<file path="src/rtl/writeback_unit_l2.sv">
// ============================================================================
// Module   : writeback_unit_l2
// Brief    : X->W writeback stage; round-robin merge of execute-unit results
//            into one registered register-file write port and ROB completion.
// Revision : 1.0
// ============================================================================
`default_nettype none

module writeback_unit_l2 #(
    parameter int p_num_pipes    = 2,
    parameter int p_seq_num_bits = 5
) (
    input  logic                                  clk,
    input  logic                                  rst,
    input  logic [p_num_pipes-1:0]                X_val,
    output logic [p_num_pipes-1:0]                X_rdy,
    input  logic [p_num_pipes*32-1:0]             X_pc,
    input  logic [p_num_pipes*p_seq_num_bits-1:0] X_seq_num,
    input  logic [p_num_pipes*5-1:0]              X_waddr,
    input  logic [p_num_pipes*32-1:0]             X_wdata,
    input  logic [p_num_pipes-1:0]                X_wen,
    output logic                                  rf_wen,
    output logic [4:0]                            rf_waddr,
    output logic [31:0]                           rf_wdata,
    output logic                                  complete_val,
    output logic [31:0]                           complete_pc,
    output logic [p_seq_num_bits-1:0]             complete_seq_num
);

    localparam int c_PTR_W = (p_num_pipes > 1) ? $clog2(p_num_pipes) : 1;

    logic [c_PTR_W-1:0]        r_ptr;
    logic [c_PTR_W-1:0]        w_ptr_nxt;
    logic [p_num_pipes-1:0]    w_grant;
    logic                      w_any;
    logic                      w_xfer;
    logic [c_PTR_W-1:0]        w_gidx;
    logic [31:0]               w_sel_pc;
    logic [p_seq_num_bits-1:0] w_sel_seq;
    logic [4:0]                w_sel_waddr;
    logic [31:0]               w_sel_wdata;
    logic                      w_sel_wen;

    logic                      r_val;
    logic [c_PTR_W-1:0]        r_idx;
    logic [31:0]               r_pc;
    logic [p_seq_num_bits-1:0] r_seq;
    logic [4:0]                r_waddr;
    logic [31:0]               r_wdata;
    logic                      r_wen;

    // Scan offsets from the pointer outward; the first valid input wins.
    always_comb begin
        w_grant     = '0;
        w_any       = 1'b0;
        w_gidx      = '0;
        w_sel_pc    = '0;
        w_sel_seq   = '0;
        w_sel_waddr = '0;
        w_sel_wdata = '0;
        w_sel_wen   = 1'b0;
        for (int k = 0; k < p_num_pipes; k++) begin
            for (int i = 0; i < p_num_pipes; i++) begin
                if (!w_any && X_val[i] && ((int'(r_ptr) + k) % p_num_pipes) == i) begin
                    w_any       = 1'b1;
                    w_grant[i]  = 1'b1;
                    w_gidx      = c_PTR_W'(i);
                    w_sel_pc    = X_pc[i*32 +: 32];
                    w_sel_seq   = X_seq_num[i*p_seq_num_bits +: p_seq_num_bits];
                    w_sel_waddr = X_waddr[i*5 +: 5];
                    w_sel_wdata = X_wdata[i*32 +: 32];
                    w_sel_wen   = X_wen[i];
                end
            end
        end
    end

    assign X_rdy  = rst ? '0 : w_grant;
    assign w_xfer = w_any && !rst;

    assign w_ptr_nxt = (w_gidx == c_PTR_W'(p_num_pipes - 1)) ? '0 : w_gidx + c_PTR_W'(1);

    generate
        if (p_num_pipes > 1) begin : g_ptr_rr
            always_ff @(posedge clk or posedge rst) begin
                if (rst) begin
                    r_ptr <= '0;
                end else if (w_xfer) begin
                    r_ptr <= w_ptr_nxt;
                end
            end
        end else begin : g_ptr_fixed
            assign r_ptr = '0;
        end
    endgenerate

    always_ff @(posedge clk or posedge rst) begin
        if (rst) begin
            r_val   <= 1'b0;
            r_idx   <= '0;
            r_pc    <= '0;
            r_seq   <= '0;
            r_waddr <= '0;
            r_wdata <= '0;
            r_wen   <= 1'b0;
        end else begin
            r_val <= w_xfer;
            // Payload holds across idle cycles; only r_val qualifies it.
            if (w_xfer) begin
                r_idx   <= w_gidx;
                r_pc    <= w_sel_pc;
                r_seq   <= w_sel_seq;
                r_waddr <= w_sel_waddr;
                r_wdata <= w_sel_wdata;
                r_wen   <= w_sel_wen;
            end
        end
    end

    assign rf_wen           = r_val && r_wen && (r_waddr != 5'd0);
    assign rf_waddr         = r_waddr;
    assign rf_wdata         = r_wdata;
    assign complete_val     = r_val;
    assign complete_pc      = r_pc;
    assign complete_seq_num = r_seq;

    // Debug view: {valid, granted input, destination, data}; zero when idle.
    function automatic logic [c_PTR_W+37:0] trace();
        return r_val ? {1'b1, r_idx, r_waddr, r_wdata} : '0;
    endfunction

endmodule

`default_nettype wire

</file>
<file path="config.mk">
export PLATFORM = sky130hd
export DESIGN_NAME = writeback_unit_l2
export DESIGN_NICKNAME = d
export VERILOG_FILES = /design/src/rtl/writeback_unit_l2.sv
export SDC_FILE = /design/constraint.sdc
export NUM_CORES = 1
export LEC_CHECK = 0
export ABC_AREA = 0
export CAP_MARGIN = 20
export CELL_PAD_IN_SITES_DETAIL_PLACEMENT = 0
export CELL_PAD_IN_SITES_GLOBAL_PLACEMENT = 1
export CORE_MARGIN = 4
export CORE_UTILIZATION = 30
export CTS_BUF_LIST = sky130_fd_sc_hd__clkbuf_2
export DETAILED_ROUTE_END_ITERATION = 16
export PLACE_DENSITY_LB_ADDON = 0.1
export REMOVE_ABC_BUFFERS = 1
export SETUP_SLACK_MARGIN = 0.5
export SLEW_MARGIN = 10
export SYNTH_ARGS = -nofsm -noshare
export SYNTH_HDL_FRONTEND = slang
export SYNTH_SLANG_ARGS = --single-unit
export TNS_END_PERCENT = 30
</file>
<file path="constraint.sdc">
create_clock -name clk -period 3.97 [get_ports clk]
set_clock_uncertainty 0.1 [all_clocks]
set_input_delay 0.5955 -clock clk [delete_from_list [all_inputs] [get_ports clk]]
set_output_delay 0.5955 -clock clk [all_outputs]
set_load 0.01 [all_outputs]
</file>
# After elaboration in Yosys (flattened, before gate mapping)
# Cells that the tools add are included.
# classes
addsub,2
n_eq_ne,1
mux,31
n_bitwise,1
reduce_logical,17
# op_table
operator,n
$mux 32,8
$logic_not 32->1,2
$mux 5,8
$mux 1,14
$logic_and 1x1->1,10
$reduce_bool 5->1,1
$logic_not 1->1,4
$add 1x1->1 const B,2
$eq 2x2->1 const B,1
$mux 2,1
$and 1x1->1 const A,1
# totals
reg_bits,77
input_bits,154
elab_cells,59

# Logic depth before layout (Yosys ltp)
# Gate-level depths: netlist (run 1).
# depth
ltp_word,17
mapped_depth,7

# Least setup slack after synthesis (run 1)
# OpenSTA, ideal clock, no wires.
# synth_path
path_kind,input to output
startpoint,input rst
endpoint,output X_rdy[1]
arrival_time_ps,2651
slack_ps,623
cell_stages,2
n_path_buf,0
path_cell_list,inv_1 > and3_1
# synth_via
elab_chain_cells,1
# synth_rtl
item,line_no,source
start: declaration,14,"input logic rst,"
$mux 2,78,assign X_rdy = rst ? '0 : w_grant;
end: declaration,16,"output logic [p_num_pipes-1:0] X_rdy,"
# Every way passes these cells.

# Final worst setup path (run 1)
# layout_path
startpoint,register r_waddr[1] (netlist: rf_waddr[1])
endpoint,output rf_wen
# layout_via
elab_chain_cells,2
# layout_rtl
item,line_no,source
start: declaration,48,logic [4:0] r_waddr;
start signal: assignment,113,r_waddr <= w_sel_waddr;
$reduce_bool 5->1,120,assign rf_wen = r_val && r_wen && (r_waddr != 5'd0);
$logic_and 1x1->1,120,
end: declaration,22,"output logic rf_wen,"
# Every way passes these cells.

==> results of run 1 <==
==> cells by family (layout without fill, tap and decap cells) <==
logic type             count (synthesis)  count (layout)  synth area share, %
AOI/OAI and AO/OA                    155             155                36.73
buffers and inverters                 43             253                9.390
and+or+nand+nor                       79              79                8.264
DFF                                   77              77                45.62
==> synthesized netlist by cell type, drive strengths merged <==
master / n
dfrtp: 77
a21oi: 76
a32oi: 75
nor2: 75
buf: 40
clkbuf: 2
a21boi: 1
a31oi: 1
and2: 1
and3: 1
inv: 1
nand2b: 1
o21ba: 1
o311a: 1
or3: 1
==> final timing paths <==
| kind | cells after the start | start | endpoint | slack [ns] |
|---|---|---|---|---|
| max | 3 | rf_waddr[1] | rf_wen | 1.16 |
| min | 2 | complete_pc[27] | complete_pc[27] | 0.44 |
| max reg2reg | 4 | r_ptr | rf_wdata[28] | 1.84 |
| min reg2reg | 2 | complete_pc[27] | complete_pc[27] | 0.44 |
| max in group asynchronous | 4 | rst | complete_pc[26] | 2.72 |
| min in group asynchronous | 3 | rst | complete_pc[12] | 0.45 |
==> flip-flops by register name, summed over array words and instances (netlist names) <==
register,flops
complete_pc,32
rf_wdata,32
complete_seq_num,5
rf_waddr,5
complete_val,1
r_ptr,1
r_wen,1
==> power by group <==
part | total [mW] | leakage (nW) | switching, mW | internal (mW)
Sequential | 0.970 | 0.885 | 0.0696 | 0.900
Clock | 0.349 | 0.0592 | 0.266 | 0.0833
Combinational | 0.864 | 1.40 | 0.389 | 0.475
Total | 2.18 | 2.34 | 0.724 | 1.46
==> critical path, cell delays in order, from the launching register on <==
cell	delay [ns]
dfrtp_1	0.44
or3_1	0.38
o311a_1	0.30
clkdlybuf4s50_1	0.48
==> cell type report <==
| class | count | area (um2) | area share [%] |
|---|---|---|---|
| Tap cell | 180 | 225.2 | 3.452 |
| Multi-Input combinational cell | 234 | 1907 | 29.22 |
| Timing Repair Buffer | 237 | 2387 | 36.59 |
| Clock buffer | 12 | 60.06 | 0.9204 |
| Sequential cell | 77 | 1927 | 29.53 |
| Clock inverter | 3 | 13.76 | 0.2109 |
| Inverter | 1 | 5.005 | 0.07670 |
==> per-layer routing <==
metal	vias up	global-route usage, %
met5	-	0
met4	0	5.741
met3	15	6.863
met2	150	23.23
met1	1662	20.09
li1	1752	-
==> out/results.txt, run 1 <==
RSZ-0062 raised after global routing = no
Post-CTS sizing = 0
Fin area = 6525 um2
Fillcell total = 1346
Crit path kind = reg -> out
FF+latch count, synth = 77
Final setup margin = 1.164 ns
Ant diodes = 0
DRC viols = 0
Crit path launch type = flip-flop
Finished Core Util = 47.19%
CTS sink cnt = 77
Final Critical Period = 2.806 ns
Routed Antenna Nets = 0
Mapped Area = 4224 um2
CTS Buf Count = 9
Finished Layout Cells = 744
Final setup TNS = 0 ns
Fin nets = 714
DR vias = 3579
Cell Rows = 43
Top sig layer = met4
First-pass GRT wire length = 19.90 mm
Crit path capture type = primary output
PD cells = 334.5 nW/um2
Fin crit share = 70.68%
Routed wl met3 = 1.348 mm
Die W = 126.7 um
Layout cell share with drive strength beyond 1 = 24.65%
Slew @ Worst Pin = 1.012 ns
Clock Tree Root = clkbuf_2
Starting Density = 30.55%
Worst-path maximum fanout = 3
Port Buf Inserts = 231
Max clock buf depth = 2
Initial antenna violation count = 0
Gpl congestion = 0.7647
TritonRoute pass-1 iters = 4
Status = completed
Warnings, synthesis = 0
Seq/Total Area, Yosys = 45.62%
Synth cell types = 22
Global route overflow = 0
Metal2 WL = 5.785 mm
Drt total wl = 12.93 mm
Most frequent cells in the layout = clkdlybuf4s50_1, dfrtp_1, a21oi_2
Pre-CTS setup slack = 1.165 ns
Synth area leader = dfrtp_1
Post-synth top area share = 45.62%
Leak Pwr = 2.340 nW
Critical Path AT = 2.11 ns
Htree depth = 3
Most common cell after layout, fill and taps aside = clkdlybuf4s50_1
Final Hold Vio Count = 0
Clk Latency, worst-skew pair = 0.52 ns
Cells after Synth = 354
Max-cap violations = 0
Die height = 126.7 um
Largest net degree at the start of global routing = 152
Die ar. = 16040 um2
Required time worst endpoint = 3.27 ns
Total power draw = 2.183 mW
Routed wire per std cell = 17.38 um
WL met1 = 5.567 mm
Clock tree from TritonCTS = yes
Syn Area/Cell = 11.93 um2
Clk slew on worst S/H paths = 0.20 ns
Placed Area = 6424 um2
Max_slew headroom = 32.53%
# setup viols final = 0
HP Class = reg -> reg
Area Overhead vs Synth = 54.47%
Max Slew Vio Count = 0
Placed insts = 728
Core area = 13830 um2
Drt first-iter violations = 127
Total track usage = 15.61%
Setup bufs post-CTS = 0
WHS = 0.4399 ns
Hpwl dp = 8.612 mm
Fmax = 0.3564 GHz
Max VDD drop = 0.1109 mV
Hold-fix buffers, CTS = 0
Vias in the first global route = 3637
Detail-routed via count per cell = 4.810
I/O pins = 232
Top cells by area, synth = dfrtp_1, a21oi_2, a32oi_1, a32oi_2, nor2_1
Note: power is estimated with default switching activity, not from simulation.
==> run 2, diff against run 1 <==
==> constraint.sdc (replaced) <==
create_clock -name clk -period 2.8 [get_ports clk]
set_clock_uncertainty 0.1 [all_clocks]
set_input_delay 0.42 -clock clk [delete_from_list [all_inputs] [get_ports clk]]
set_output_delay 0.42 -clock clk [all_outputs]
set_load 0.01 [all_outputs]
==> out/results.txt, run 2 (synthesis results as in run 1) <==
Crit path capture type = primary output
Port Buf Inserts = 231
Starting Density = 30.55%
Detail-routed via count per cell = 4.709
# setup viols final = 0
Internal = 2.081 mW
Hpwl dp = 8.784 mm
RSZ-0062 raised after global routing = yes
Worst r2r path cells = 5
Global route overflow = 0
Setup crit start = rf_waddr[0]
R2r setup slk = 1.18 ns
Most common cell after layout, fill and taps aside = clkdlybuf4s50_1
Worst-path maximum fanout = 2
Total track usage = 14.90%
Slew @ Worst Pin = 0.7007 ns
Fin crit share = 81.86%
Final setup TNS = 0 ns
Leak Pwr = 2.388 nW
Max-cap violations = 0
Critical Path AT = 1.77 ns
Max clock buf depth = 2
I/O pins = 232
Drt first-iter violations = 149
Routed Antenna Nets = 0
Vias in the first global route = 3516
Critical register-to-register path endpoint = rf_wdata[18]
Die ar. = 16040 um2
Most frequent cells in the layout = clkdlybuf4s50_1, dfrtp_1, a21oi_2
Htree depth = 3
Gpl congestion = 0.7444
Core area = 13830 um2
DRC viols = 0
CTS Buf Count = 9
Placed insts = 731
Status = completed
Sw frac = 33.32%
DR vias = 3541
Final Hold Vio Count = 0
Clock tree from TritonCTS = yes
Max_slew headroom = 53.29%
Reg2Reg Launch Point = r_ptr
Die W = 126.7 um
Max Slew Vio Count = 0
Cell Rows = 43
Initial antenna violation count = 0
Routed wire per std cell = 16.23 um
Layout cell share with drive strength beyond 1 = 25.87%
Clk Latency, worst-skew pair = 0.53 ns
Final Critical Period = 2.292 ns
Area Overhead vs Synth = 56.19%
Drt total wl = 12.21 mm
Required time worst endpoint = 2.28 ns
Net Sw Power = 1.040 mW
Max VDD drop = 0.1778 mV
Clock Tree Root = clkbuf_2
Fin nets = 721
CTS sink cnt = 77
Fillcell total = 1322
Comb power frac = 40.3%
Clock share of power = 15.9%
First-pass GRT wire length = 18.91 mm
Ant diodes = 0
Crit path kind = reg -> out
Crit path launch type = flip-flop
Finished Layout Cells = 752
Largest net degree at the start of global routing = 76
Die height = 126.7 um
Clk slew on worst S/H paths = 0.20 ns
TritonRoute pass-1 iters = 4
HP Class = in -> async
PD cells = 473.2 nW/um2
Fmax = 0.4363 GHz
Flop pwr share = 43.8%
[run 2: cell count changes in the layout (fill, tap and decap cells not counted), sizes merged]
cell	delta
dlygate4sd2	+3
clkbuf	-2
clkinvlp	+1
clkinv	+2
buf	+8
clkdlybuf4s50	-4
[run 2: metal layers]
| layer | wire length (um) | track usage (%) | vias to the layer above |
|---|---|---|---|
| met5 | 0 | 0 | - |
| met1 | 5135 | 19.02 | 1605 |
| li1 | - | - | 1767 |
| met4 | 226 | 5.741 | 0 |
| met3 | 1342 | 6.274 | 16 |
| met2 | 5504 | 22.45 | 153 |
[run 2: power by group through the flow]
| stage | combinational, mW | sequential, mW | clock (mW) |
|---|---|---|---|
| after floorplan | 0.476 | 1.47 | 0 |
| after global placement | 1.25 | 1.39 | 0 |
| after detailed placement | 1.26 | 1.40 | 0 |
| after CTS | 1.27 | 1.37 | 0.550 |
| after global routing | 1.36 | 1.39 | 0.589 |
| final | 1.26 | 1.37 | 0.497 |
[run 2: worst max-delay path by stage]
stage | cells past startpoint | to
6_report | 3 | rf_wen
5_1_grt | 3 | rf_wen
4_1_cts | 4 | X_rdy[1]
3_5_place_dp | 4 | X_rdy[0]
3_3_place_gp | 4 | X_rdy[0]
2_1_floorplan | 1 | complete_val
[run 2: layout make-up]
class	count	area, um2	share of cell area [%]
clock buffer	10	50.05	0.7586
tap	180	225.2	3.414
inverter	1	5.005	0.07586
timing repair buffer	244	2449	37.11
multi-input combinational	234	1912	28.98
sequential	77	1927	29.21
clock inverter	6	30.03	0.4551
[run 2: stage by stage]
step                      area (um2)  hold slack (ns)  power (mW)  worst slack, ns  utilization, %
after global routing            6598           0.1258       3.337           0.3713           47.72
after floorplan                 3831           0.3915       1.949           -2.199               -
after CTS                       6578           0.1134       3.192           0.3895           47.57
after detailed placement        6484           0.4039       2.655           0.3148           46.89
final                           6598           0.1867       3.122           0.5078           47.72
after global placement          6484           0.3983       2.639           0.3318           46.89
[run 2: critical path: stages (launching register included)]
cell and delay, ns:
dfrtp_1 0.43, or3_4 0.38, o311a_1 0.29, buf_2 0.14
[run 2: what timing repair did]
action,4_1_cts,5_1_grt
hold buffers,0,0
buffers inserted,3,2
endpoints found under the hold margin,0,0
setup endpoints to repair,3,2
pin swaps,1,0
resized for setup,7,1
